==> src/rtl/count_seq_pkg.sv <==
// Shared types and defaults for the count_sequencer block.
package count_seq_pkg;

    typedef enum logic [1:0] {
        IDLE = 2'd0,
        RUN  = 2'd1,
        HOLD = 2'd2,
        DONE = 2'd3
    } state_t;

    localparam int CS_WIDTH      = 4;
    localparam int CS_DEFAULT_TC = 10;
    localparam int CS_WRAP_W     = 8;
    localparam int CS_PRESCALE_W = 4;

endpackage

==> src/rtl/count_seq_prescaler.sv <==
// Tick generator: one tick every prescale+1 enabled cycles (down-counter, terminal count 0).
// Instantiated by count_sequencer only when COUNT_SEQ_PRESCALE_EN is defined.
module count_seq_prescaler
    import count_seq_pkg::*;
(
    input  logic                     clk,
    input  logic                     rst,
    input  logic                     i_load,
    input  logic                     i_clear,
    input  logic                     i_en,
    input  logic [CS_PRESCALE_W-1:0] i_prescale,
    output logic                     o_tick
);

    logic [CS_PRESCALE_W-1:0] r_div;
    logic [CS_PRESCALE_W-1:0] r_cnt;

    assign o_tick = (r_cnt == '0);

    // Load wins over clear so a start in IDLE picks up the new divider.
    always_ff @(posedge clk or negedge rst) begin
        if (!rst) begin
            r_div <= '0;
            r_cnt <= '0;
        end else if (i_load) begin
            r_div <= i_prescale;
            r_cnt <= i_prescale;
        end else if (i_clear) begin
            r_cnt <= r_div;
        end else if (i_en) begin
            r_cnt <= o_tick ? r_div : r_cnt - 1'b1;
        end
    end

endmodule

==> src/rtl/count_sequencer.sv <==
// Up-counter run sequencer: start/stop/pause, programmable terminal count, one-shot or auto-reload.
// Optional prescaled tick under COUNT_SEQ_PRESCALE_EN; default build ticks every cycle.
module count_sequencer
    import count_seq_pkg::*;
#(
    parameter int WIDTH      = CS_WIDTH,
    parameter int DEFAULT_TC = CS_DEFAULT_TC,
    parameter int WRAP_W     = CS_WRAP_W
) (
    input  logic              clk,
    input  logic              rst,
`ifdef COUNT_SEQ_PRESCALE_EN
    input  logic [3:0]        prescale,
`endif
    input  logic              start,
    input  logic              stop,
    input  logic              pause,
    input  logic              mode,
    input  logic              tc_load,
    input  logic [WIDTH-1:0]  tc_in,
    output logic [WIDTH-1:0]  count,
    output logic              busy,
    output logic              done,
    output logic [WRAP_W-1:0] wrap_cnt
);

    state_t             r_state, w_state_nx;
    logic [WIDTH-1:0]   r_count, w_count_nx;
    logic [WIDTH-1:0]   r_tc, w_tc_nx;
    logic               r_done, w_done_nx;
    logic [WRAP_W-1:0]  r_wrap, w_wrap_nx;
    logic               r_mode, w_mode_nx;
    logic               w_tick;

`ifdef COUNT_SEQ_PRESCALE_EN
    logic w_start_acc;
    logic w_pre_clear;
    logic w_pre_en;

    assign w_start_acc = ((r_state == IDLE) || (r_state == DONE)) && start && !stop;
    assign w_pre_clear = stop || (r_state == IDLE) || (r_state == DONE);
    // Only advance on cycles that actually count; the pause-entry cycle must not eat a tick.
    assign w_pre_en    = (r_state == RUN) && !stop && !pause;

    count_seq_prescaler u_prescaler (
        .clk        (clk),
        .rst        (rst),
        .i_load     (w_start_acc),
        .i_clear    (w_pre_clear),
        .i_en       (w_pre_en),
        .i_prescale (prescale),
        .o_tick     (w_tick)
    );
`else
    assign w_tick = 1'b1;
`endif

    always_ff @(posedge clk or negedge rst) begin
        if (!rst) begin
            r_state <= IDLE;
            r_count <= '0;
            r_tc    <= WIDTH'(DEFAULT_TC);
            r_done  <= 1'b0;
            r_wrap  <= '0;
            r_mode  <= 1'b0;
        end else begin
            r_state <= w_state_nx;
            r_count <= w_count_nx;
            r_tc    <= w_tc_nx;
            r_done  <= w_done_nx;
            r_wrap  <= w_wrap_nx;
            r_mode  <= w_mode_nx;
        end
    end

    always_comb begin
        w_state_nx = r_state;
        w_count_nx = r_count;
        w_tc_nx    = r_tc;
        w_done_nx  = 1'b0;
        w_wrap_nx  = r_wrap;
        w_mode_nx  = r_mode;
        case (r_state)
            IDLE, DONE: begin
                w_state_nx = IDLE;
                w_count_nx = '0;
                if (tc_load) w_tc_nx = tc_in;
                if (start && !stop) begin
                    w_state_nx = RUN;
                    w_wrap_nx  = '0;
                    w_mode_nx  = mode;
                end
            end
            RUN: begin
                if (stop) begin
                    w_state_nx = IDLE;
                    w_count_nx = '0;
                end else if (pause) begin
                    w_state_nx = HOLD;
                end else if (w_tick) begin
                    if (r_count == r_tc) begin
                        w_count_nx = '0;
                        w_done_nx  = 1'b1;
                        if (r_wrap != '1) w_wrap_nx = r_wrap + 1'b1;
                        w_state_nx = r_mode ? RUN : DONE;
                    end else begin
                        w_count_nx = r_count + 1'b1;
                    end
                end
            end
            HOLD: begin
                if (stop) begin
                    w_state_nx = IDLE;
                    w_count_nx = '0;
                end else if (!pause) begin
                    w_state_nx = RUN;
                end
            end
            default: begin
                w_state_nx = IDLE;
                w_count_nx = '0;
            end
        endcase
    end

    assign count    = r_count;
    assign busy     = (r_state == RUN) || (r_state == HOLD);
    assign done     = r_done;
    assign wrap_cnt = r_wrap;

endmodule

==> config.mk <==
export PLATFORM = sky130hd
export DESIGN_NAME = count_sequencer
export DESIGN_NICKNAME = d
export VERILOG_FILES = /design/src/rtl/count_seq_pkg.sv /design/src/rtl/count_seq_prescaler.sv /design/src/rtl/count_sequencer.sv
export SDC_FILE = /design/constraint.sdc
export NUM_CORES = 1
export LEC_CHECK = 0
export BUFFER_PORTS_ARGS = -buffer_cell sky130_fd_sc_hd__buf_2
export CORE_MARGIN = 4
export CORE_UTILIZATION = 55
export DETAILED_ROUTE_END_ITERATION = 16
export GPL_ROUTABILITY_DRIVEN = 0
export GPL_TIMING_DRIVEN = 0
export PLACE_DENSITY = 0.8
export RECOVER_POWER = 25
export SYNTH_ARGS = -nofsm -noshare
export SYNTH_HDL_FRONTEND = slang
export SYNTH_SLANG_ARGS = --single-unit
==> constraint.sdc <==
create_clock -name clk -period 4.5 [get_ports clk]
set_clock_uncertainty 0.15 [all_clocks]
set_input_delay 0.9 -clock clk [delete_from_list [all_inputs] [get_ports clk]]
set_output_delay 0.9 -clock clk [all_outputs]
set_load 0.1 [all_outputs]
# After elaboration in Yosys (flattened, before gate mapping)
# Index checks and enable logic that the tools add are counted.
classes:
  add_sub_neg: 2
  mul: 0
  div_mod_pow: 0
  order_cmp: 0
  n_eq_ne: 14
  shifts: 0
  muxes: 23
  n_bitwise: 0
  n_reduce_logical: 11
ops:
  columns: ["op", "n"]
  rows:
  - ["8-bit 2-to-1 mux", 5]
  - ["4-bit 2-to-1 mux", 4]
  - ["8-bit one-hot mux with 2 select lines", 1]
  - ["2-bit 2-to-1 mux", 6]
  - ["2-bit != test (second input constant)", 6]
  - ["4-bit one-hot mux with 3 select lines", 1]
  - ["8-bit by 1-bit adder with 8-bit output (second input constant)", 1]
  - ["8-bit != test (second input constant)", 1]
  - ["2-bit AND reduction", 4]
  - ["3-bit != test (second input constant)", 2]
  - ["2-bit one-hot mux with 3 select lines", 1]
  - ["6-bit AND reduction", 1]
  - ["1-bit 2-to-1 mux", 5]
  - ["4-bit by 1-bit adder with 4-bit output (second input constant)", 1]
  - ["2-bit == test (second input constant)", 2]
  - ["4-bit == test", 1]
  - ["4-bit != test (second input constant)", 1]
  - ["2-bit by 1-bit == test with 1-bit output (second input constant)", 1]
  - ["2-bit zero test", 1]
  - ["2-bit nonzero test", 1]
  - ["2-bit OR reduction", 1]
  - ["1-bit logical AND", 1]
  - ["1-bit zero test", 1]
  - ["1-bit logical OR", 1]
word_totals:
  ff_bits: 20
  latchBits: 0
  mem_bits_rw: 0
  romBits: 0
  out_inout_bits: 14
  memories: 0

# Longest topological paths before layout
depth:
  depth_word: 6
  depth_mapped: 7

# Least setup slack after synthesis
# No wires, ideal clock.
synth_path:
  path_type: "register to register"
  startpoint: "register r_wrap[0] (netlist: wrap_cnt[0])"
  endpoint: "register r_wrap[2] (netlist: wrap_cnt[2])"
  setup_time_ps: 90
  arrival_time_ps: 2235
  t_required_ps: 4260
  path_slack_ps: 2025
  stages_incl_launch_ff: 5
  path_cell_list: "dfrtp_1 ha_1 or4b_1 or4_1 o221ai_1"
synth_between:
  elab_chain_len: 6
synth_lines:
  columns: ["item", "line_no", "rtl"]
  rows:
  - ["start: declaration", "count_sequencer.sv:31", "logic [WRAP_W-1:0] r_wrap, w_wrap_nx;"]
  - ["start signal: assignment", "count_sequencer.sv:71", "r_wrap <= w_wrap_nx;"]
  - ["8-bit by 1-bit adder with 8-bit output", "count_sequencer.sv:104", "if (r_wrap != '1) w_wrap_nx = r_wrap + 1'b1;"]
  - ["8-bit 2-to-1 mux", "count_sequencer.sv:104", null]
  - ["8-bit 2-to-1 mux", "count_sequencer.sv:101", "if (r_count == r_tc) begin"]
  - ["8-bit 2-to-1 mux", "count_sequencer.sv:98", "end else if (pause) begin"]
  - ["8-bit 2-to-1 mux", "count_sequencer.sv:95", "if (stop) begin"]
  - ["8-bit one-hot mux with 2 select lines", "count_sequencer.sv:83", "case (r_state)"]
# Parallel ways exist; a longest one is shown, timed or not. The select of a mux whose other input is x is not followed.
# A chain may end at the register's enable or synchronous reset.

# Final worst setup path
layout_path:
  startpoint: "register r_state[0]"
  endpoint: "output busy"
layout_between:
  elab_chain_len: 2
layout_lines:
  columns: ["item", "line_no", "rtl"]
  rows:
  - ["start: declaration", "count_sequencer.sv:27", "state_t r_state, w_state_nx;"]
  - ["start signal: assignment", "count_sequencer.sv:67", "r_state <= w_state_nx;"]
  - ["2-bit by 1-bit == test with 1-bit output / 2-bit == test (equally long branches)", "count_sequencer.sv:127", "assign busy = (r_state == RUN) || (r_state == HOLD);"]
  - ["1-bit logical OR *", "count_sequencer.sv:127", null]
  - ["end: declaration", "count_sequencer.sv:22", "output logic busy,"]
# Mark *: on every way between the ends. The rest lies on a longest branch, timed or not.

==> flow_summary.ini <==
[cts]
cts_max_path_buffers = 2
cts.sinks = 20
cts-root-buf = clkbuf_4
h-tree-depth = 1
cts_tree = done
hold_buffers = 0
worstSkewPairLatency_ns = 0.31
cts_resized = 0
post_cts_buffers = 0
numCtsBuffers = 3
cts.clk_slew.worst_paths_ns = 0.12

[route]
antenna_left = 0
finalWirelength_um = 2793
first_pass_iters = 4
drcViolationCount = 0
num_vias = 1127
drt_iter0_drc = 18
wl_per_cell_um = 15.26
via_per_inst = 6.158

[run]
cap_viol_max_count = 0

[grt]
first_global_vias = 1102
antenna_found_initial = 0
grt_pass1_wl_um = 4850
grt_max_degree = 21
grt_use_total_pct = 19.35
grt-ovfl-total = 0

[setup_path]
cp-start-kind = flop
slowest_stage = buf_2
path_common_cell = inv_1
path_depth = 4
cp_max_fo = 6
cp-end-kind = output pin
required_ns = 3.45
cp_cell_sequence = inv_1 > ha_1 > inv_1 > buf_2
cpPeakStageDelay_ns = 0.44
reg2regPathDepth = 7
worstPathArrival_ns = 1.74
r2r_setup_slack_ns = 2.24
path_buf_inv = 3
crit_family = buffers and inverters
worstSetupPathType = reg2out

[die]
core_um2 = 2191
die_h_um = 55.86
start_util_pct = 57.51
dieArea_um2 = 3120
rows = 17
die_w_um = 55.86
io_pins = 25

[synth]
yosys.area.top_type = dfrtp_1
synth-compound-area-share_pct = 21.15
synth_commonest_cells = dfrtp_1 (18), nand2_1 (8), a31oi_1 (7), nor2_1 (6), o21ai_0 (6)
ys_types = 44
ys_seq_area_share_pct = 39.92
synthCells = 127
synthAdderAreaFrac_pct = 3.972
synth-simple-area-share_pct = 24.23
syn_area_um2 = 1260
synth_xor_area_share_pct = 2.781
synthMuxAreaShare_pct = 4.469
synthFlopType = dfrtp_1
synth_top_family_by_area = simple AND/OR/NAND/NOR gates
avgSynthCellArea_um2 = 9.921
yosys_warnings = 0
synth_top_area_share_pct = 35.75
synth_area_leaders = dfrtp_1 (36%), mux2_2 (4.5%), dfstp_2 (4.2%)
yosysMostFrequentCell = dfrtp_1
ys_ff_latch = 20
syn_nets = 142
async_reset_ff_share_pct = 100.0
synth_edf_count = 0

[sta]
final.setup.tns_ns = 0
rsz0062_at_grt = no
tightest_slew_ns = 1.085
final.min_clock_period_ns = 2.785
clock.fmax_mhz = 359.0
setup_violations = 0
slew_headroom_pct = 27.67
finalCritPeriodShare_pct = 61.90
hold_viol = 0
slew_viol_final = 0

[layout]
drive_above_1_share_pct = 28.39
num-fill-cells = 180
area_growth_pct = 16.39
fin_cells = 183
antennaDiodeCount = 0
final_nets = 171

[min_path]
whs_path_depth = 1
hp-class = reg2reg

[place]
port_buffers = 24
place_inst = 179
dp_hpwl_um = 2061

[power]
p_leak_uw = 0.0006541
power_density_nw_per_um2 = 351.3
irDropWorstVdd_uv = 297.7

[status]
status = finished, final reports clean
power by group:
| part | total [µW] | switching [µW] | internal, µW |
|---|---|---|---|
| Clock | 151 | 60.6 | 90.1 |
| Combinational | 149 | 109 | 40.3 |
| Sequential | 215 | 17.5 | 198 |
flip-flops by register name (all words and copies together) (netlist names):
register and cells:
r_state 2, r_mode 1, wrap_cnt 8, count 4, r_tc 4, done 1
final timing paths:
check,to,start
min in group asynchronous,wrap_cnt[5],rst
max reg2reg,wrap_cnt[0],r_state[0]
max,busy,r_state[0]
min reg2reg,wrap_cnt[6],wrap_cnt[6]
min,wrap_cnt[6],wrap_cnt[6]
max in group asynchronous,wrap_cnt[1],rst
routing by layer:
layer  global-route usage (%)  wire, µm  up-vias  part of all wire, %
li1                         -         -      556                    -
met1                    25.44      1237      543                   44
met2                    32.09      1387       23                   50
met3                    3.248       127        5                  4.5
met4                    6.780        41        0                  1.5
met5                        0         0        -                    0
through the flow:
step                hold slack [ns]  total power (µW)  utilization (%)  setup slack [ns]  cell area, µm²
finish                       0.3670             515.2            66.93             1.715            1466
global route                 0.3892             543.3            66.93             1.608            1466
CTS                          0.3715             516.7            66.99             1.722            1468
detailed placement           0.3441             368.3            64.59             2.049            1415
global placement             0.3384             364.5            64.59             2.074            1415
floorplan                    0.3299             334.2                -             2.025            1260
cell usage in the layout, fill, tap and decap left out, drive strengths merged, types with 3 or more instances in the layout:
master  netlist  layout
clkbuf        2       6
a22o          3       3
o211ai        3       3
o311ai        3       3
xnor2         4       4
nor3          4       4
buf           3      26
nor4          3       3
a21o          4       4
mux2          5       5
inv           4       4
a31oi         7       7
nand2b        3       3
o21ai         6       6
nand2         8       8
a21oi         3       3
dfrtp        18      18
nor2          6       6
ha            4       4
or4           4       4
nand3         3       3
worst reg2reg max path, delay by kind of cell (launching register included):
| family | cells | cell delay (ns) |
|---|---|---|
| compound gates | 1 | 0.23 |
| simple gates | 3 | 0.81 |
| flops | 1 | 0.40 |
| buf+inv | 2 | 0.18 |
| fa+ha+maj | 1 | 0.39 |
logic make-up (layout without fill, tap and decap cells):
| logic type | Yosys count | count (layout) |
|---|---|---|
| xor+xnor | 4 | 4 |
| flops | 20 | 20 |
| simple gates | 48 | 48 |
| compound gates | 37 | 37 |
| mux | 5 | 5 |
| fa+ha+maj | 4 | 4 |
| buf+inv | 9 | 37 |
layout make-up:
type / count / area, µm² / area share, %
Multi-Input combinational cell: 98 / 713.2 / 48.63
Sequential cell: 20 / 503.0 / 34.30
Timing Repair Buffer: 24 / 118.9 / 8.106
Tap cell: 28 / 35.03 / 2.389
Clock inverter: 1 / 30.03 / 2.048
Buffer: 5 / 28.78 / 1.962
Clock buffer: 3 / 22.52 / 1.536
Inverter: 4 / 15.01 / 1.024
Note: power is estimated with default switching activity, not from simulation.
